### src/rtl/window_match_pkg.sv
// Shared types and the count-vs-target relation for the window match block.
package window_match_pkg;

   // Relation applied at each window boundary (count vs target).
   typedef enum logic [1:0] {
      MODE_EQ = 2'd0,
      MODE_GE = 2'd1,
      MODE_LE = 2'd2,
      MODE_NE = 2'd3
   } mode_e;

   // Control states: waiting for a start, or slicing windows.
   typedef enum logic {
      ST_IDLE = 1'b0,
      ST_RUN  = 1'b1
   } state_e;

   // Widest count/target the compare has to handle (WIN <= 255).
   localparam int CMP_W = 8;

   // Unsigned compare of a window count against the latched target.
   function automatic logic cmp_match(input logic [CMP_W-1:0] cnt,
                                      input logic [CMP_W-1:0] tgt,
                                      input mode_e            mode);
      logic m;
      m = 1'b0;
      case (mode)
         MODE_EQ: m = (cnt == tgt);
         MODE_GE: m = (cnt >= tgt);
         MODE_LE: m = (cnt <= tgt);
         MODE_NE: m = (cnt != tgt);
         default: m = 1'b0;
      endcase
      return m;
   endfunction

endpackage

### src/rtl/window_match_chan.sv
// One channel: ones accumulator, registered window count and match pulse.
module window_match_chan
   import window_match_pkg::*;
#(
   parameter  int WIN = 3,
   localparam int CW  = $clog2(WIN + 1)
) (
   input  logic          clk,
   input  logic          reset,
   input  logic          run,
   input  logic          clr,
   input  logic          phase0,
   input  logic          last,
   input  logic          w,
   input  logic [CW-1:0] target_q,
   input  mode_e         mode_q,
   output logic [CW-1:0] count,
   output logic          z
);

   logic [CW-1:0]    acc_q, acc_d;
   logic [CW-1:0]    count_q, count_d;
   logic             z_q, z_d;
   logic [CW-1:0]    sum;
   logic [CMP_W-1:0] sum_w, tgt_w;

   // Accumulate the window; on its last sample register count and match.
   always_comb begin
      sum     = acc_q + CW'(w);
      sum_w   = '0;
      tgt_w   = '0;
      sum_w[CW-1:0] = sum;
      tgt_w[CW-1:0] = target_q;
      acc_d   = '0;
      count_d = count_q;
      z_d     = 1'b0;
      // Phase 0 loads rather than adds so windows run back-to-back.
      if (run && !clr) begin
         acc_d = phase0 ? CW'(w) : sum;
      end
      // A stop on the last sample still lets the full window report.
      if (run && last) begin
         count_d = sum;
         z_d     = cmp_match(sum_w, tgt_w, mode_q);
      end
   end

   // Channel state registers.
   always_ff @(posedge clk) begin
      if (reset) begin
         acc_q   <= '0;
         count_q <= '0;
         z_q     <= 1'b0;
      end else begin
         acc_q   <= acc_d;
         count_q <= count_d;
         z_q     <= z_d;
      end
   end

   assign count = count_q;
   assign z     = z_q;

endmodule

### src/rtl/window_match_fsm.sv
// Start-triggered windowed ones counter with per-channel relational match.
module window_match_fsm
   import window_match_pkg::*;
#(
   parameter  int WIN = 3,
   parameter  int NCH = 1,
   localparam int CW  = $clog2(WIN + 1)
) (
   input  logic              clk,
   input  logic              reset,
   input  logic              s,
   input  logic              stop,
   input  logic [NCH-1:0]    w,
   input  logic [CW-1:0]     target,
   input  logic [1:0]        mode,
   output logic [NCH-1:0]    z,
   output logic              win_done,
   output logic [NCH*CW-1:0] count,
   output logic              busy
);

   localparam int PW = $clog2(WIN);

   state_e        state_q, state_d;
   logic [PW-1:0] phase_q, phase_d;
   logic [CW-1:0] target_q, target_d;
   mode_e         mode_q, mode_d;
   logic          win_done_q, win_done_d;
   logic          busy_q, busy_d;
   logic          run, phase0, last;

   assign run    = (state_q == ST_RUN);
   assign phase0 = (phase_q == '0);
   assign last   = run && (phase_q == PW'(WIN - 1));

   // Next-state, phase counter, start-time latches and window strobe.
   always_comb begin
      state_d    = state_q;
      phase_d    = phase_q;
      target_d   = target_q;
      mode_d     = mode_q;
      case (state_q)
         ST_IDLE: begin
            phase_d = '0;
            // Start beats a simultaneous stop; target/mode freeze here.
            if (s) begin
               state_d  = ST_RUN;
               target_d = target;
               mode_d   = mode_e'(mode);
            end
         end
         ST_RUN: begin
            phase_d = last ? '0 : phase_q + PW'(1);
            if (stop) begin
               state_d = ST_IDLE;
               phase_d = '0;
            end
         end
         default: begin
            state_d = ST_IDLE;
            phase_d = '0;
         end
      endcase
      win_done_d = last;
      busy_d     = (state_d == ST_RUN);
   end

   // Control registers.
   always_ff @(posedge clk) begin
      if (reset) begin
         state_q    <= ST_IDLE;
         phase_q    <= '0;
         target_q   <= '0;
         mode_q     <= MODE_EQ;
         win_done_q <= 1'b0;
         busy_q     <= 1'b0;
      end else begin
         state_q    <= state_d;
         phase_q    <= phase_d;
         target_q   <= target_d;
         mode_q     <= mode_d;
         win_done_q <= win_done_d;
         busy_q     <= busy_d;
      end
   end

   assign win_done = win_done_q;
   assign busy     = busy_q;

   for (genvar i = 0; i < NCH; i++) begin : g_chan
      window_match_chan #(.WIN(WIN)) u_chan (
         .clk      (clk),
         .reset    (reset),
         .run      (run),
         .clr      (stop),
         .phase0   (phase0),
         .last     (last),
         .w        (w[i]),
         .target_q (target_q),
         .mode_q   (mode_q),
         .count    (count[i*CW +: CW]),
         .z        (z[i])
      );
   end

endmodule

### config.mk
export PLATFORM = sky130hd
export DESIGN_NAME = window_match_fsm
export DESIGN_NICKNAME = d
export VERILOG_FILES = /design/src/rtl/window_match_pkg.sv /design/src/rtl/window_match_chan.sv /design/src/rtl/window_match_fsm.sv
export SDC_FILE = /design/constraint.sdc
export NUM_CORES = 1
export LEC_CHECK = 0
export CORE_MARGIN = 10
export CORE_UTILIZATION = 39
export DETAILED_ROUTE_END_ITERATION = 8
export MAX_ROUTING_LAYER = met4
export PLACE_DENSITY = 0.67
export SYNTH_ARGS = -nofsm -noshare
export SYNTH_HDL_FRONTEND = slang
export SYNTH_HIERARCHICAL = 1
export SYNTH_SLANG_ARGS = --single-unit
### constraint.sdc
create_clock -name clk -period 5.2 [get_ports clk]
set_input_delay 0.52 -clock clk [delete_from_list [all_inputs] [get_ports clk]]
set_output_delay 0.52 -clock clk [all_outputs]
set_load 0.03 [all_outputs]
# Word-level counts from Yosys, hierarchy flattened
# Index checks and enable logic that the tools add are counted.
# W data, S select, Z words.
# word_totals
ff_bits,13
in_bits,9
output_inout_bits,5
elab_cells,40
# classes
addsub,2
n_lt_le_gt_ge,2
n_eq_ne,6
muxes,8
bitwise_logic,3
reduce_logical,10
# ops
operator,count
$eq A2 B2 Y1 const B,3
$logic_not A2 Y1,2
$mux W2,2
$pmux W1 S4,1
$pmux W2 S2,1
$reduce_or A2 Y1,2
$logic_and A1 B1 Y1,3
$mux W1,3
$not A1 Y1,3
$reduce_or A3 Y1,1
$add A2 B1 Y2,1
$add A2 B1 Y2 const B,1
$eq A2 B1 Y1 const B,1
$eq A2 B2 Y1,1
$ge A2 B2 Y1,1
$le A2 B2 Y1,1
$ne A2 B2 Y1,1
$pmux W1 S2,1
$reduce_and A2 Y1,1
$logic_not A1 Y1,1

# Logic depth before layout (Yosys ltp)
# Gate-level depths: netlist (run 1).
# depth
ltp_word,5
ltp_mapped,7
depth_no_buf,7

# Cells and area by module
# The synthesis (run 1) kept the hierarchy.
# modules_own_cells
module,n_inst,cells_per_inst,area_per_inst_um2,seq_area_each_um2
window_match_fsm,1,33,356.6,160.2
window_match_chan,1,30,279.0,100.1

# Least setup slack after synthesis (run 1)
# OpenSTA, ideal clock, no wires.
# synth_timing
kind,input port to flip-flop
start,in w
end,reg g_chan[0].u_chan.z_q
setup_ns,0.116
t_arrival_ns,1.754
t_required_ns,5.084
path_slack_ns,3.330
stages,6
n_path_buf,0
path_cell_list,ha_1 -> xnor2_1 -> inv_1 -> ha_1 -> a211o_1 -> and4_1
# synth_via
elab_chain_len,3
elab_cells_between_ends,6
classes_between,add/sub (1); order compare (2); eq/ne (2); mux (1)
# synth_lines
item,line,source
"start, declared",window_match_fsm.sv:13,"input logic [NCH-1:0] w,"
$add A2 B1 Y2 (*),window_match_chan.sv:29,sum = acc_q + CW'(w);
via g_chan[0].u_chan.sum[1],window_match_chan.sv:24,logic [CW-1:0] sum;
$le A2 B2 Y1 (tied with other cells),window_match_pkg.sv:30,MODE_LE: m = (cnt <= tgt);
$pmux W1 S4 (*),window_match_pkg.sv:27,case (mode)
"end signal, assigned",window_match_chan.sv:57,z_q <= z_d;
"end, declared",window_match_chan.sv:23,"logic z_q, z_d;"
# The timed path passes the listed nets; every way through them passes the cells marked *.
# A chain may end at the register's enable or synchronous reset.

# Worst setup path after layout (run 1)
# layout_timing
start,reg busy_q (netlist: busy)
end,out busy
# layout_lines
item,line,source
"start, declared",window_match_fsm.sv:29,"logic busy_q, busy_d;"
"start signal, assigned",window_match_fsm.sv:83,busy_q <= busy_d;
"end, declared",window_match_fsm.sv:19,output logic busy
# No word-level cell between the ends.

==> results of run 1 <==
-- path summary, 6_finish.rpt --
kind                                           startpoint                  to  slack, ns
worst min register to register                 phase_q[0]          phase_q[0]       0.43
worst max-delay path                                 busy                busy       3.03
worst max register to register  g_chan[0].u_chan/acc_q[0]  g_chan[0].u_chan/z       3.48
worst min-delay path                           phase_q[0]          phase_q[0]       0.43
-- metal layers --
metal	wire, µm	vias to the layer above	global-route usage	share of wire
met5	0	-	-	0
met1	598	213	0.0970	0.52
li1	-	257	-	-
met2	464	12	0.0882	0.40
met3	72	2	0.0292	0.063
met4	14	0	0.0577	0.012
-- metrics by stage --
| step | utilization | total power [mW] | cell area (µm²) | std cells |
|---|---|---|---|---|
| 2_1_floorplan | - | 0.123 | 636 | 63 |
| 3_3_place_gp | 0.516 | 0.135 | 786 | 92 |
| 3_5_place_dp | 0.516 | 0.135 | 786 | 92 |
| 4_1_cts | 0.533 | 0.199 | 812 | 96 |
| 5_1_grt | 0.533 | 0.207 | 812 | 96 |
| 6_report | 0.533 | 0.196 | 812 | 96 |
-- sequential cells by signal, summed over array words and instances (netlist names) --
signal	cells
phase_q	2
g_chan.u_chan/z	1
target_q	2
g_chan.u_chan/count	2
busy	1
win_done	1
mode_q	2
g_chan.u_chan/acc_q	2
-- cell families (layout without fill, tap and decap cells) --
family                     count (synthesis)  in the layout
AOI/OAI and AO/OA                         11             11
xor gates and xnor gates                   1              1
adders and majority gates                  5              5
buffers and inverters                      6             23
DFF                                       13             13
muxes                                      1              1
and+or+nand+nor                           26             26
-- cell usage after synthesis (2+ instances only) --
| master | count |
|---|---|
| nand2b_1 | 4 |
| nand2_1 | 2 |
| ha_1 | 5 |
| o21ai_1 | 4 |
| nor2b_1 | 2 |
| inv_1 | 6 |
| nand2b_4 | 2 |
| a21oi_1 | 3 |
| dfxtp_1 | 13 |
| nand4bb_1 | 4 |
| nor2_1 | 3 |
-- power by group --
part | switching [mW] | internal, mW | total [mW]
combinational | 0.0106 | 0.0158 | 0.0264
sequential | 0.00360 | 0.102 | 0.106
clock | 0.0339 | 0.0297 | 0.0636
-- area by class of cell --
| type | instances | share of cell area |
|---|---|---|
| well taps | 16 | 0.0247 |
| flip-flops and latches | 13 | 0.320 |
| multi-input cells | 44 | 0.435 |
| clock buffers | 4 | 0.0324 |
| repair buffers | 13 | 0.160 |
| inverters | 6 | 0.0277 |
-- worst register-to-register path, stage by stage (launching register included) --
cell	delay, ns
dfxtp_1	0.31
ha_1	0.18
xnor2_1	0.29
inv_1	0.08
ha_1	0.33
a211o_1	0.26
and4_1	0.19
==> summary.md, run 1 <==
| Metric | Value |
|---|---|
| DR vias | 484 |
| First-pass GRT wire length | 2010 µm |
| # rows | 14 |
| Max-cap violations | 0 |
| Unrepaired setup endpoints after global routing | no |
| Clk_lat worst skew | 0.28 ns |
| Mux cell area share after synthesis | 0.0157 |
| Main flop type after synthesis | dfxtp_1 |
| Leakage | 0.310 nW |
| Via/cell ratio | 5.04 |
| Final #Nets | 95 |
| Most frequent cells in the layout | dfxtp_1, clkdlybuf4s50_1, inv_1, ha_1 |
| Detailed Route Iter0 Violations | 6 |
| WL final | 1150 µm |
| Fillers | 146 |
| Worst path bufs/invs | 1 |
| CTS tree | yes |
| Area contributors post-synth | dfxtp_1, ha_1, nand4bb_1 |
| Core box area | 1520 µm² |
| # DRC | 0 |
| Number of global-route vias before repair | 484 |
| Multi-input logic area | 353 µm² |
| Clock skew | 0.00542 ns |
| Register area share after synthesis | 0.409 |
| Synthesis-to-layout area growth | 27.8% |
| Arr. time, crit path | 1.65 ns |
| R2R depth | 6 |
| Initial antenna violation count | 0 |
| Final HPWL DP | 872 µm |
| Setup WS pre-CTS | 2.79 ns |
| I/O Pins | 14 |
| Die ar. | 3640 µm² |
| Cts bufs inserted | 3 |
| Cells after Synth | 63 |
| Setup_tns | 0 ns |
| Compound-cell area share of the yosys netlist | 0.106 |
| Largest family of logic cells by synthesized area | simple AND/OR/NAND/NOR gates |
| H-Tree Level Count | 1 |
| FF+latch count, synth | 13 |
| I/O Buffers | 13 |
| Synth Area in XOR/XNOR | 0.0138 |
| Syn_area_per_cell | 10.1 µm² |
| CTS resizes | 0 |
| GRT overflow | 0 |
| Final hold viol count | 0 |
| Max-slew violations | 0 |
| Adder-Cell Fraction of Synth Area | 0.0984 |
| Post-synthesis simple-gate area fraction | 0.321 |
| CP Depth | 1 |
| Antenna cell count | 0 |
| Die width | 60.4 µm |
| Initial Util | 0.417 |
| Routed len/inst | 12.0 µm |
| Worst VDD drop | 0.000111 V |
| Post-route setup slack | 3.03 ns |
| FF+latch area | 260 µm² |
| Mapped cell area | 636 µm² |
| Critical path peak fanout | 14 |
| Pwr/cell area | 242 nW/µm² |
| Tcrit/Tclk final | 0.418 |
| CTS Buffer Depth | 2 |
| Largest net degree at the start of global routing | 15 |
| EDFF count, synth | 0 |
| CP top delay family | buffers and inverters |
| Proportion of layout cells with a drive suffix above 1 | 0.100 |
| RD Place Congestion | 0.716 |
| Clk Tree Root Cell | clkbuf_4 |
| Min Clock Period, post-route | 2.17 ns |
| Slew Limit Headroom | 0.691 |
| Slowest stage delay, CP | 0.77 ns |
| Post-synth net total | 77 |
| Crit path cell chain | clkdlybuf4s50_1 |
| Total GRT Usage | 0.0750 |
| Slew @ Worst Pin | 0.463 ns |
| Crit end category | primary output |
| Type of the worst setup path | register to primary output |
| Final Setup Violations | 0 |
| Yosys cell types | 26 |
| Ys Warns | 6 |
| Slowest cell on crit path | clkdlybuf4s50_1 |
| Clk slew on worst S/H paths | 0.08 ns |
| FFs w/ async S/R, synth | 0 |
| Worst EP required | 4.68 ns |
| Die H | 60.4 µm |
| Post-synth top area share | 0.409 |
| Hold-fix buffers at CTS | 0 |
| WHS Path Cells | 1 |
| Post-CTS setup buffer count | 0 |
| Clock sinks | 13 |
| Max Clock Freq | 460 MHz |
| Outcome | completed |
| Worst min path class | register to register |
| DRT Pass-1 Iters | 4 |
| Detail Route Antenna Nets | 0 |
| Area leader, netlist | dfxtp_1 |
| Hold_ws | 0.433 ns |
| Nature of the critical path startpoint | register |
Note: power is estimated with default switching activity, not from simulation.
==> run 2, diff against run 1 <==
==> constraint.sdc (replaced) <==
create_clock -name clk -period 2.2 [get_ports clk]
set_input_delay 0.22 -clock clk [delete_from_list [all_inputs] [get_ports clk]]
set_output_delay 0.22 -clock clk [all_outputs]
set_load 0.03 [all_outputs]
==> summary.md, run 2 (synthesis gave the netlist of run 1 again) <==
| Metric | Value |
|---|---|
| Max-cap violations | 0 (unchanged) |
| Antenna cell count | 0 (unchanged) |
| Critical path peak fanout | 3 (-11) |
| # rows | 14 (unchanged) |
| Placed Area | 801 µm² (+1.9%) |
| CP top delay family | adder cells |
| Critical path's most frequent cell | ha_1 |
| Setup_tns | 0 ns (unchanged) |
| Slowest cell on crit path | clkdlybuf4s50_1 |
| Synthesis-to-layout area growth | 30.1% |
| H-Tree Level Count | 1 (unchanged) |
| Slew @ Worst Pin | 0.384 ns (-0.0792 ns) |
| I/O Buffers | 13 (unchanged) |
| Die width | 60.4 µm (unchanged) |
| CTS resizes | 0 (unchanged) |
| Leakage | 0.319 nW (+3.0%) |
| Worst path bufs/invs | 2 (+1) |
| Final hold viol count | 0 (unchanged) |
| Detailed Route Iter0 Violations | 0 (-6) |
| Setup WS pre-CTS | 0.151 ns (-2.64 ns) |
| Final Setup Violations | 0 (unchanged) |
| Outcome | completed |
| Clk slew on worst S/H paths | 0.08 ns (about the same) |
| Worst min path class | register to register |
| Routed len/inst | 11.7 µm (-2.6%) |
| Arr. time, crit path | 1.93 ns (+0.28 ns) |
| Detail Route Antenna Nets | 0 (unchanged) |
| Max-slew violations | 0 (unchanged) |
| Crit path cell chain | clkdlybuf4s50_1 -> ha_1 -> inv_1 -> ha_1 -> nand2b_4 -> a211o_1 -> and4_1 |
| Max Clock Freq | 565 MHz |
| WHS Path Cells | 1 (unchanged) |
| Largest net degree at the start of global routing | 15 (unchanged) |
| PnR Total Power | 0.460 mW (+130%) |
| Final HPWL DP | 893 µm (+2.3%) |
| CTS tree | yes |
| R2R depth | 6 (unchanged) |
| Via/cell ratio | 4.88 (-3.3%) |
| First-pass GRT wire length | 2130 µm (+5.5%) |
| Die ar. | 3640 µm² (unchanged) |
| Nature of the critical path startpoint | input port |
| Cts bufs inserted | 3 (unchanged) |
| Clock skew | 0.00597 ns (+0.000552 ns) |
| # DRC | 0 (unchanged) |
| FF+latch area | 260 µm² (unchanged) |
| Hold-fix buffers at CTS | 0 (unchanged) |
| GRT overflow | 0 (unchanged) |
| R2R Setup Slk | 0.52 ns (-2.96 ns) |
| Core box area | 1520 µm² (unchanged) |
| DR vias | 478 (-1.2%) |
| Multi-input logic area | 353 µm² (unchanged) |
| CP Depth | 7 (+6) |
| Clk_lat worst skew | 0.27 ns (about the same) |
| Worst VDD drop | 0.000267 V (+140%) |
| Total GRT Usage | 0.0785 (+0.00347) |
| Post-CTS setup buffer count | 0 (unchanged) |
| Number of global-route vias before repair | 507 (+4.8%) |
| Initial antenna violation count | 0 (unchanged) |
| Type of the worst setup path | input port to register |
| CTS Buffer Depth | 2 (unchanged) |
| Final #Nets | 97 (+2.1%) |
| RD Place Congestion | 0.748 (+4.5%) |
| Fillers | 152 (+4.1%) |
| Unrepaired setup endpoints after global routing | no |
| Pwr/cell area | 556 nW/µm² (+130%) |
| WL final | 1140 µm (-0.52%) |
| Slew Limit Headroom | 0.743 (+0.0524) |
| Worst EP required | 2.36 ns (-2.32 ns) |
| Min Clock Period, post-route | 1.77 ns |
| Die H | 60.4 µm (unchanged) |
| Clk Tree Root Cell | clkbuf_4 |
| Initial Util | 0.417 (unchanged) |
| Tcrit/Tclk final | 0.804 |
| Hold_ws | 0.432 ns (-0.000405 ns) |
| Clock sinks | 13 (unchanged) |
| I/O Pins | 14 (unchanged) |
| Design Area, Final | 827 µm² (+1.8%) |
| Slowest stage delay, CP | 0.43 ns (-0.34 ns) |
| Most frequent cells in the layout | dfxtp_1, clkdlybuf4s50_1, inv_1, ha_1 |
| Proportion of layout cells with a drive suffix above 1 | 0.122 (+0.0220) |
| Post-route setup slack | 0.431 ns (-2.60 ns) |
| DRT Pass-1 Iters | 1 (-3) |
| Crit end category | register |
## run 2: cell count changes in the layout (fill, tap and decap cells not counted)
cell and delta:
buf_4 +2
## run 2: per-stage QoR
stage / cells / util
final: 98 / 0.543
after global routing: 98 / 0.543
after CTS: 98 / 0.543
after detailed placement: 94 / 0.525
after global placement: 94 / 0.525
after floorplan: 63 / -
## run 2: final cells by class
| class | instances | share of cell area |
|---|---|---|
| Multi-Input combinational cell | 44 | 0.427 |
| Sequential cell | 13 | 0.315 |
| Timing Repair Buffer | 15 | 0.175 |
| Clock buffer | 4 | 0.0318 |
| Inverter | 6 | 0.0272 |
| Tap cell | 16 | 0.0242 |
## run 2: final timing paths
path                        startpoint            endpoint
min                         phase_q[0]          phase_q[0]
max reg2reg  g_chan[0].u_chan/acc_q[0]  g_chan[0].u_chan/z
min reg2reg                 phase_q[0]          phase_q[0]
max                                  w  g_chan[0].u_chan/z
## run 2: report_power, final
group	internal, mW	switching [mW]
Combinational	0.0393	0.0302
Clock	0.0701	0.0743
Sequential	0.242	0.00411
## run 2: routing by layer
layer,up-vias,GRT usage,routed length [µm]
li1,262,-,-
met1,202,0.0934,615
met2,12,0.103,439
met3,2,0.0376,80
met4,0,0.0481,8
met5,-,-,0
